## config.mk

```make
export PLATFORM = sky130hd
export DESIGN_NAME = dds_wavegen
export DESIGN_NICKNAME = d
export VERILOG_FILES = /design/src/rtl/dds_pkg.sv /design/src/rtl/dds_qsin_rom.sv /design/src/rtl/dds_wavegen.sv
export SDC_FILE = /design/constraint.sdc
export NUM_CORES = 1
export LEC_CHECK = 0
export ABC_AREA = 1
export CAP_MARGIN = 30
export CORE_UTILIZATION = 25
export DETAILED_ROUTE_END_ITERATION = 8
export GPL_TIMING_DRIVEN = 0
export PLACE_DENSITY = 0.39
export SETUP_SLACK_MARGIN = 0.5
export SLEW_MARGIN = 15
export SYNTH_ARGS = -nofsm -noshare
export SYNTH_HDL_FRONTEND = slang
export SYNTH_SLANG_ARGS = --single-unit
```

## constraint.sdc

```tcl
create_clock -name clk -period 7.4 [get_ports clk]
set_clock_uncertainty 0.1 [all_clocks]
set_input_delay 1.48 -clock clk [delete_from_list [all_inputs] [get_ports clk]]
set_output_delay 1.48 -clock clk [all_outputs]
set_load 0.01 [all_outputs]
```

## src/rtl/dds_pkg.sv

```systemverilog
`default_nettype none
// ============================================================================
//  Module      : dds_pkg
//  Description : Shared constants and helpers for the DDS waveform generator:
//                waveform select codes, LFSR constants, midscale and
//                quarter-wave sine magnitude functions.
//  Revision    : 1.0 - initial release
// ============================================================================
package dds_pkg;

    localparam logic [1:0] WAVE_SINE = 2'd0;
    localparam logic [1:0] WAVE_TRI  = 2'd1;
    localparam logic [1:0] WAVE_SAW  = 2'd2;
    localparam logic [1:0] WAVE_SQR  = 2'd3;

    localparam logic [15:0] LFSR_SEED = 16'hACE1;
    localparam logic [15:0] LFSR_TAPS = 16'hB400;

    // pi in Q28 fixed point; the sine table is built without real arithmetic
    localparam int     c_FX_SH = 28;
    localparam longint c_PI_FX = 64'sd843314857;

    function automatic int mid_val(input int data_w);
        return (1 << (data_w - 1)) - 1;
    endfunction

    // round(MID * sin(pi*i/(2q))) via a Q28 Taylor series to x^15
    function automatic int qsin_mag(input int i, input int q, input int data_w);
        longint x;
        longint x2;
        longint term;
        longint sum;
        x    = (c_PI_FX * longint'(i)) / longint'(2 * q);
        x2   = (x * x) >>> c_FX_SH;
        term = x;
        sum  = x;
        for (int k = 1; k <= 7; k++) begin
            term = -((term * x2) >>> c_FX_SH) / longint'((2 * k) * (2 * k + 1));
            sum  = sum + term;
        end
        return int'((sum * longint'(mid_val(data_w)) + (longint'(1) <<< (c_FX_SH - 1))) >>> c_FX_SH);
    endfunction

endpackage
`default_nettype wire

```

## src/rtl/dds_qsin_rom.sv

```systemverilog
`default_nettype none
// ============================================================================
//  Module      : dds_qsin_rom
//  Description : Synchronous quarter-wave sine magnitude ROM, Q+1 entries
//                (index 0..Q inclusive), one clock of read latency.
//  Revision    : 1.0 - initial release
// ============================================================================
module dds_qsin_rom
    import dds_pkg::*;
#(
    parameter int ADDR_W = 8,
    parameter int DATA_W = 8
) (
    input  logic              clk,
    input  logic [ADDR_W-2:0] rd_addr,
    output logic [DATA_W-1:0] rd_data
);

    localparam int c_Q = 2 ** (ADDR_W - 2);

    logic [DATA_W-1:0] w_table [0:c_Q];

    for (genvar gi = 0; gi <= c_Q; gi++) begin : g_table
        assign w_table[gi] = DATA_W'(qsin_mag(gi, c_Q, DATA_W));
    end

    // registered table read
    always_ff @(posedge clk) begin
        rd_data <= w_table[rd_addr];
    end

endmodule
`default_nettype wire

```

## src/rtl/dds_wavegen.sv

```systemverilog
`default_nettype none
// ============================================================================
//  Module      : dds_wavegen
//  Description : DDS waveform generator. Phase accumulator, 3-stage sample
//                pipeline (phase/index, table read, scale/offset), sine /
//                triangle / sawtooth / square, amplitude scaling, phase
//                offset and period-aligned configuration update.
//                Optional macro DDS_PHASE_DITHER_EN adds LFSR phase dither.
//  Revision    : 1.0 - initial release
// ============================================================================
module dds_wavegen
    import dds_pkg::*;
#(
    parameter int PHASE_W = 32,
    parameter int ADDR_W  = 8,
    parameter int DATA_W  = 8,
    parameter int AMP_W   = 8
) (
    input  logic               clk,
    input  logic               rst,
    input  logic               en,
    input  logic               phase_clr,
    input  logic               cfg_load,
    input  logic [PHASE_W-1:0] freq_word,
    input  logic [PHASE_W-1:0] phase_off,
    input  logic [1:0]         wave_sel,
    input  logic [AMP_W:0]     amp,
    output logic               cfg_busy,
    output logic               out_valid,
    output logic [DATA_W-1:0]  wave_out,
    output logic               sync_out
);

    localparam int c_MID = mid_val(DATA_W);
    localparam int c_Q   = 2 ** (ADDR_W - 2);
    localparam int c_PW  = DATA_W + AMP_W + 2;

    localparam logic signed [DATA_W:0] c_MID_S   = (DATA_W + 1)'(c_MID);
    localparam logic signed [DATA_W:0] c_NMID_S  = -c_MID_S;
    localparam logic signed [DATA_W:0] c_HALF_S  = (DATA_W + 1)'(2 ** (DATA_W - 1));
    localparam logic signed [DATA_W:0] c_NHALF_S = -c_HALF_S;
    localparam logic signed [c_PW-1:0] c_MID_W   = c_PW'(c_MID);
    localparam logic signed [c_PW-1:0] c_TOP_W   = c_PW'(2 * c_MID);
    localparam logic [AMP_W:0]         c_UNITY   = (AMP_W + 1)'(2 ** AMP_W);

    // accumulator and configuration state
    logic [PHASE_W-1:0] r_acc;
    logic               r_sync;
    logic [PHASE_W-1:0] r_freq, r_off, r_sh_freq, r_sh_off;
    logic [1:0]         r_mode, r_sh_mode;
    logic [AMP_W:0]     r_amp, r_sh_amp;
    logic               r_busy;

    logic [PHASE_W:0]   w_sum;
    logic               w_carry;
    logic               w_wrap;
    logic [PHASE_W-1:0] w_psum;

    assign w_sum    = {1'b0, r_acc} + {1'b0, r_freq};
    assign w_carry  = w_sum[PHASE_W];
    assign w_wrap   = en & ~phase_clr & w_carry;
    assign cfg_busy = r_busy;

`ifdef DDS_PHASE_DITHER_EN
    // dither sits directly below the table index (assumes PHASE_W-ADDR_W >= 16)
    logic [15:0] r_lfsr;

    // Galois LFSR stepping once per emitted sample
    always_ff @(posedge clk or posedge rst) begin
        if (rst) begin
            r_lfsr <= LFSR_SEED;
        end else if (en) begin
            r_lfsr <= {1'b0, r_lfsr[15:1]} ^ (r_lfsr[0] ? LFSR_TAPS : 16'h0000);
        end
    end

    assign w_psum = r_acc + r_off + (PHASE_W'(r_lfsr) << (PHASE_W - ADDR_W - 16));
`else
    assign w_psum = r_acc + r_off;
`endif

    // phase accumulator and first-sample-of-period flag
    always_ff @(posedge clk or posedge rst) begin
        if (rst) begin
            r_acc  <= '0;
            r_sync <= 1'b1;
        end else if (phase_clr) begin
            r_acc  <= '0;
            r_sync <= 1'b1;
        end else if (en) begin
            r_acc  <= w_sum[PHASE_W-1:0];
            r_sync <= w_carry;
        end
    end

    // shadow capture and period-aligned promotion to the active configuration
    always_ff @(posedge clk or posedge rst) begin
        if (rst) begin
            r_freq    <= '0;
            r_off     <= '0;
            r_mode    <= WAVE_SINE;
            r_amp     <= c_UNITY;
            r_sh_freq <= '0;
            r_sh_off  <= '0;
            r_sh_mode <= WAVE_SINE;
            r_sh_amp  <= c_UNITY;
            r_busy    <= 1'b0;
        end else if (cfg_load) begin
            r_sh_freq <= freq_word;
            r_sh_off  <= phase_off;
            r_sh_mode <= wave_sel;
            r_sh_amp  <= amp;
            if (!en || w_wrap || phase_clr) begin
                r_freq <= freq_word;
                r_off  <= phase_off;
                r_mode <= wave_sel;
                r_amp  <= amp;
                r_busy <= 1'b0;
            end else begin
                r_busy <= 1'b1;
            end
        end else if (r_busy && (w_wrap || phase_clr)) begin
            r_freq <= r_sh_freq;
            r_off  <= r_sh_off;
            r_mode <= r_sh_mode;
            r_amp  <= r_sh_amp;
            r_busy <= 1'b0;
        end
    end

    // ---------------- S1: phase, index, staged mode/amp ----------------
    logic               r_v1, r_s1_sync;
    logic [ADDR_W-1:0]  r_s1_idx;
    logic [DATA_W:0]    r_s1_t;
    logic [1:0]         r_s1_mode;
    logic [AMP_W:0]     r_s1_amp;

    // ---------------- S2: table read, sign, non-sine sample ----------------
    logic               r_v2, r_s2_sync, r_s2_neg, r_s2_sine;
    logic signed [DATA_W:0] r_s2_alt;
    logic [AMP_W:0]     r_s2_amp;
    logic [DATA_W-1:0]  w_mag;

    logic [1:0]          w_qd;
    logic [ADDR_W-3:0]   w_l;
    logic [ADDR_W-2:0]   w_rom_addr;
    logic [DATA_W-1:0]   w_u;
    logic signed [DATA_W:0] w_alt_raw, w_alt;

    assign w_qd       = r_s1_idx[ADDR_W-1:ADDR_W-2];
    assign w_l        = r_s1_idx[ADDR_W-3:0];
    // odd quadrants read the table backwards, from Q down to 1
    assign w_rom_addr = w_qd[0] ? ((ADDR_W - 1)'(c_Q) - {1'b0, w_l}) : {1'b0, w_l};
    assign w_u        = r_s1_t[DATA_W] ? ~r_s1_t[DATA_W-1:0] : r_s1_t[DATA_W-1:0];

    // triangle/sawtooth/square sample, clamped to be symmetric about midscale
    always_comb begin
        w_alt_raw = r_s1_t[DATA_W] ? c_NMID_S : c_MID_S;
        case (r_s1_mode)
            WAVE_TRI: w_alt_raw = $signed({1'b0, w_u}) - c_HALF_S;
            WAVE_SAW: w_alt_raw = $signed({1'b0, r_s1_t[DATA_W:1]}) - c_HALF_S;
            default:  ;
        endcase
        w_alt = (w_alt_raw == c_NHALF_S) ? c_NMID_S : w_alt_raw;
    end

    dds_qsin_rom #(
        .ADDR_W (ADDR_W),
        .DATA_W (DATA_W)
    ) u_rom (
        .clk     (clk),
        .rd_addr (w_rom_addr),
        .rd_data (w_mag)
    );

    // ---------------- S3: scale, offset, saturate ----------------
    logic signed [DATA_W:0]   w_mag_s, w_s;
    logic signed [c_PW-1:0]   w_prod, w_res;
    logic [DATA_W-1:0]        w_sample;

    assign w_mag_s = $signed({1'b0, w_mag});
    assign w_prod  = c_PW'(w_s) * $signed(c_PW'(r_s2_amp));
    assign w_res   = (w_prod >>> AMP_W) + c_MID_W;

    // signed sample selection and output range clamp for gains above unity
    always_comb begin
        w_s = r_s2_alt;
        if (r_s2_sine) begin
            w_s = r_s2_neg ? -w_mag_s : w_mag_s;
        end
        if (w_res[c_PW-1]) begin
            w_sample = '0;
        end else if (w_res > c_TOP_W) begin
            w_sample = DATA_W'(2 * c_MID);
        end else begin
            w_sample = DATA_W'(w_res);
        end
    end

    // three-stage sample pipeline with valid/sync tracking
    always_ff @(posedge clk or posedge rst) begin
        if (rst) begin
            r_v1      <= 1'b0;
            r_s1_sync <= 1'b0;
            r_s1_idx  <= '0;
            r_s1_t    <= '0;
            r_s1_mode <= WAVE_SINE;
            r_s1_amp  <= '0;
            r_v2      <= 1'b0;
            r_s2_sync <= 1'b0;
            r_s2_neg  <= 1'b0;
            r_s2_sine <= 1'b0;
            r_s2_alt  <= '0;
            r_s2_amp  <= '0;
            out_valid <= 1'b0;
            sync_out  <= 1'b0;
            wave_out  <= DATA_W'(c_MID);
        end else begin
            r_v1      <= en;
            r_s1_sync <= r_sync;
            r_s1_idx  <= ADDR_W'(w_psum >> (PHASE_W - ADDR_W));
            r_s1_t    <= (DATA_W + 1)'(w_psum >> (PHASE_W - DATA_W - 1));
            r_s1_mode <= r_mode;
            r_s1_amp  <= r_amp;
            r_v2      <= r_v1;
            r_s2_sync <= r_s1_sync;
            r_s2_neg  <= w_qd[1];
            r_s2_sine <= (r_s1_mode == WAVE_SINE);
            r_s2_alt  <= w_alt;
            r_s2_amp  <= r_s1_amp;
            out_valid <= r_v2;
            sync_out  <= r_v2 & r_s2_sync;
            if (r_v2) begin
                wave_out <= w_sample;
            end
        end
    end

endmodule
`default_nettype wire
```

## Word-level counts from Yosys, hierarchy flattened

Memories as Yosys holds them, arrays and structs flattened. A register that Yosys moved wholly into a read port is not among the register bits.
Cells that the tools add are included.

- Div/mod/pow operators: 0
- Equality and inequality tests: 4
- Order comparisons: 1
- Add/subtract/negate cells: 7
- Reductions and logical operators: 9
- Bitwise gates (word level): 6
- Mux-type cells: 28
- Multipliers: 1
- Shifts and indexed selects: 0

Operator list:

| operator | number |
|---|---|
| 32-bit 2-to-1 mux | 8 |
| 9-bit 2-to-1 mux | 7 |
| 32-bit by 32-bit adder with 33-bit output | 1 |
| 32-bit adder | 1 |
| 8-bit 2-to-1 mux | 3 |
| 9-bit by 10-bit multiplier with 18-bit output | 1 |
| 9-bit case mux with 2 select lines | 1 |
| 8-bit by 8-bit subtractor with 9-bit output (second input constant) | 2 |
| 10-bit by 8-bit adder with 11-bit output (second input constant) | 1 |
| 11-bit by 9-bit greater-than comparator with 1-bit output (second input constant) | 1 |
| 9-bit by 8-bit equality test with 1-bit output (second input constant) | 1 |
| 8-bit negator with 9-bit output | 1 |
| 7-bit NOT with 8-bit output | 1 |
| 8-bit NOT | 1 |
| 7-bit 2-to-1 mux | 1 |
| 7-bit by 6-bit subtractor with 7-bit output (first input constant) | 1 |
| 2-bit 2-to-1 mux | 3 |
| 1-bit 2-to-1 mux | 5 |
| 2-bit nonzero test | 2 |
| 1-bit bitwise AND | 3 |
| 1-bit logical OR | 3 |
| 2-bit by 1-bit equality test with 1-bit output (second input constant) | 1 |
| 2-bit equality test (second input constant) | 1 |
| 2-bit zero test | 1 |
| 5 further kinds | 5 |

- Input bits: 80
- Bits in writable memories: 0
- Register bits: 246
- Latch bits: 0
- Memories: 1
- ROM bits: 1024

Memory list:

| memory | depth | bits a word | rd ports | clocked after Yosys merged registers in | write ports | line | RTL |
|---|---|---|---|---|---|---|---|
| (no name shown) | 128 | 8 | 1 | 1 | 0 | dds_qsin_rom.sv:29 | `rd_data <= w_table[rd_addr];` |

## Longest topological paths before layout

- Depth in word-level cells: 8
- Mapped depth: 41
- Mapped depth without buffers: 41

## Hierarchy

Synthesis repeated with hierarchy kept, for this count alone.

- Cell total of the unflattened synthesis: 2006
- Area total of the unflattened synthesis: 15892.7 sq um

Modules (own cells, without submodules):

| module | cells each | instances | area an instance (sq um) | sequential area each (sq um) |
|---|---|---|---|---|
| dds_wavegen | 1858 | 1 | 15039.4 | 5943.2 |
| dds_qsin_rom | 148 | 1 | 853.3 | 140.1 |

## Worst setup path after synthesis

OpenSTA, ideal clock, no wires.

- Kind: register to register
- From: register u_rom.rd_data[0]
- To: register wave_out[7]
- Stages on the path, launching flop included: 34
- Library setup time: 0.117 ns
- Required time: 7.183 ns
- Arrival: 5.888 ns
- Buffers on the path: 0
- Setup slack: 1.295 ns
- Cell sequence: dfxtp_1 > inv_1 > ha_1 > nand2_1 > o31ai_1 > or2_2 > nand3_1 > o21ai_1 > inv_1 > nand2_1 > fa_1 > fa_1 > inv_1 > fa_1 > fa_1 > fa_1 > ha_1 > a21oi_1 > o21ai_0 > a21o_1 > xnor2_2 > nand2_1 > nor2_2 > nand2_1 > nand2_2 > nor2_1 > nand2_1 > nand2_1 > inv_2 > nand3_4 > nand2_4 > nand2_1 > nand2_1 > nand2_1

- Longest elaborated chain between the ends: 8

Ends and longest elaborated chain:

| element | line | RTL |
|---|---|---|
| from (decl) | dds_qsin_rom.sv:16 | `output logic [DATA_W-1:0] rd_data` |
| 8-bit negator with 9-bit output | dds_wavegen.sv:189 | `w_s = r_s2_neg ? -w_mag_s : w_mag_s;` |
| 9-bit 2-to-1 mux * | dds_wavegen.sv:189 |  |
| 9-bit 2-to-1 mux * | dds_wavegen.sv:188 | `if (r_s2_sine) begin` |
| 9-bit by 10-bit multiplier with 18-bit output * | dds_wavegen.sv:182 | `assign w_prod = c_PW'(w_s) * $signed(c_PW'(r_s2_amp));` |
| 10-bit by 8-bit adder with 11-bit output * | dds_wavegen.sv:183 | `assign w_res = (w_prod >>> AMP_W) + c_MID_W;` |
| 11-bit by 9-bit greater-than comparator with 1-bit output | dds_wavegen.sv:193 | `end else if (w_res > c_TOP_W) begin` |
| 8-bit 2-to-1 mux | dds_wavegen.sv:193 |  |
| 8-bit 2-to-1 mux * | dds_wavegen.sv:191 | `if (w_res[c_PW-1]) begin` |
| to (signal assigned) | dds_wavegen.sv:217 | `wave_out <= DATA_W'(c_MID);` |
| to (signal assigned) | dds_wavegen.sv:234 | `wave_out <= w_sample;` |
| to (decl) | dds_wavegen.sv:30 | `output logic [DATA_W-1:0] wave_out,` |

Mark *: on every way between the ends. The rest lies on a longest branch, timed or not.
A chain may end at the register's enable or synchronous reset.

## Worst setup path in the final report

Ends and elaborated chain as after synthesis.

==> flow_metrics.tcl <==
set metrics [dict create \
    end_kind "flip-flop" \
    port_buffers 88 \
    num_io_pins 91 \
    ys_ff_latch 244 \
    die_area_mm2 0.06201 \
    row_count 90 \
    synth_cell_types 55 \
    cts_buffer_depth 3 \
    syn_area_mm2 0.01525 \
    yosys.area.top_type "dfrtp_1" \
    setup_viol 0 \
    synth_area_leaders "dfrtp_1, nand2_1, ha_1" \
    maxSlewHeadroom_pct 37.88 \
    worstPathRequired_ps 7760 \
    arrival_ps 6760 \
    status "finished, final reports clean" \
    tritoncts "done" \
    dr.pass1.iters 5 \
    avgSynthCellArea_um2 8.113 \
    n_antenna_cell 0 \
    synth_nets 2127 \
    hold_class "flip-flop to flip-flop" \
    path_buf_inv 4 \
    cpMaxStageDelayCell "fa_1" \
    area.growth.synth_to_final_pct 21.26 \
    crit_family "adder cells" \
    wirelength_um 44990 \
    period_share_pct 86.43 \
    drive_gt1_share_pct 7.406 \
    root_buffer "clkbuf_16" \
    fin_nets 2262 \
    rsz0062_at_grt "no" \
    drt_iter0_markers 589 \
    grt_pass1_wl_um 73200 \
    die_height_um 249.0 \
    globalRouteTotalUtil_pct 14.76 \
    gp_congestion 0.8561 \
    finalWorstSetupSlack_ps 1004 \
    synth_edf_count 0 \
    critPathMaxFanout 6 \
    synthFlopType "dfrtp_1" \
    grt_max_degree 36 \
    crit_type "flip-flop to flip-flop" \
    cp_slowest_stage_delay_ps 560 \
    clock_sinks 244 \
    fmax_mhz 156.3 \
    ant_nets 0 \
    clk_pin_slew_worst_paths_ps 70 \
    htreeDepth 1 \
    die_width_um 249.0 \
    slew_viol_final 0 \
    synth_warnings 0 \
    grt_pass1_vias 13360 \
    dp_hpwl_um 35840 \
    tightest_slew_ps 931.9 \
    antenna_found_initial 0 \
    drc 0 \
    hold_viol_final 0 \
    finalSetupTns_ps 0 \
    start_util_pct 25.27 \
    cp_common_cell "nand2_1" \
    gr-total-overflow 0 \
    period_needed_ps 6396 \
    fp.coreArea_mm2 0.06036 \
    synth_top_area_share_pct 37.24 \
    routedWlPerCell_um 15.95 \
    cp-start-kind "flip-flop" \
    clk_latency_ps 570 \
    ys_seq_area_share_pct 39.88 \
    cts_buffers 30 \
    postSynth.asyncResetShare_pct 97.13 \
    synthCells 1880 \
    holdWs_ps 244.8 \
    fill_cells 6520 \
    dp_slack_ps 431.3 \
    vias 12850 \
    cts_hold_buf 0 \
    cap_violations 0 \
    post_drt_via_cell_ratio 4.554 \
]
-- per-stage QoR --
step	instance area, um^2	utilization, %	instances
2_1_floorplan	15260	-	1880
3_3_place_gp	17120	28.36	2750
3_5_place_dp	17290	28.65	2759
4_1_cts	18390	30.46	2815
5_1_grt	18500	30.64	2821
6_report	18500	30.64	2821
-- path summary, 6_finish.rpt --
check                                             from                       end  slack, ps  depth (start not counted)
setup / recovery           u_rom.rd_data[0]$_SDFF_PP1_   wave_out[7]$_DFFE_PP0P_       1000                         33
hold / removal                   r_s1_amp[8]$_DFF_PP0_     r_s2_amp[8]$_DFF_PP0_        240                          0
setup reg to reg           u_rom.rd_data[0]$_SDFF_PP1_   wave_out[7]$_DFFE_PP0P_       1000                         33
hold reg to reg                  r_s1_amp[8]$_DFF_PP0_     r_s2_amp[8]$_DFF_PP0_        240                          0
max in group asynchronous                          rst   wave_out[3]$_DFFE_PP1P_       4770                          5
min in group asynchronous                          rst  r_sh_off[27]$_DFFE_PP0P_       1250                          2
-- Yosys cell counts (13+ instances only) --
cell type and instances:
buf_2 13, nor3_1 19, o21ai_0 79, inv_1 172
dfrtp_1 227, nand3_1 47, ha_1 117, nand4_1 13
fa_1 50, a31oi_1 83, nor2_1 216, clkbuf_1 29
nand2_1 538, xor2_1 24, a21oi_1 96
-- metal layers --
layer | part of all wire [%] | global-route usage [%] | routed length (um)
met4 | 1.9 | 3.422 | 860
met2 | 49 | 25.99 | 22000
met3 | 2.9 | 1.672 | 1304
met5 | 0 | 0 | 0
met1 | 46 | 19.27 | 20830
-- cell usage in the layout (no fill, tap or decap), drive strengths merged, types with 24 or more instances in the layout --
cell	n
nor2	218
nand3	53
dfrtp	227
xor2	24
nand2	551
o21ai	92
ha	117
fa	50
inv	181
clkdlybuf4s50	88
buf	32
a31oi	84
a21oi	98
clkbuf	69
-- area by class of cell --
cell class / count / area, um^2 / share of cell area [%]
Buffer: 46 / 190.2 / 1.028
Multi-Input combinational cell: 1409 / 8374 / 45.27
Clock inverter: 16 / 232.7 / 1.258
Inverter: 181 / 683.2 / 3.693
Timing Repair Buffer: 103 / 1094 / 5.912
Clock buffer: 40 / 859.6 / 4.647
Sequential cell: 244 / 6085 / 32.90
Tap cell: 782 / 978.4 / 5.290
-- sequential cells by signal, indices dropped and copies added (netlist names), 9 cells and up --
| name | flops |
|---|---|
| r_sh_freq | 32 |
| r_freq | 32 |
| r_s1_amp | 9 |
| r_amp | 9 |
| r_sh_amp | 9 |
| r_acc | 32 |
| r_off | 32 |
| r_s2_amp | 9 |
| r_sh_off | 32 |
-- cells by family (layout without fill, tap and decap cells) --
kind of cell             count (synthesis)  in the layout  synth area share [%]
adder cells (fa/ha/maj)                167            167                 16.16
AO/OA/AOI/OAI                          337            337                 13.13
flip-flops                             244            244                 39.88
buffers and inverters                  227            386                 5.693
AND/OR/NAND/NOR                        873            873                 23.25
XOR/XNOR                                32             32                 1.887
-- repair_timing --
item / 4_1_cts / 5_1_grt
setup endpoints to repair: 7 / 8
resized for setup: 1 / 17
pin swaps: 0 / 4
endpoints found under the hold margin: 0 / 0
buffers inserted: 0 / 6
Power is left out: the tool's default activity adds up to more than one toggle a clock period on the data nets, which glitch-free logic cannot reach.
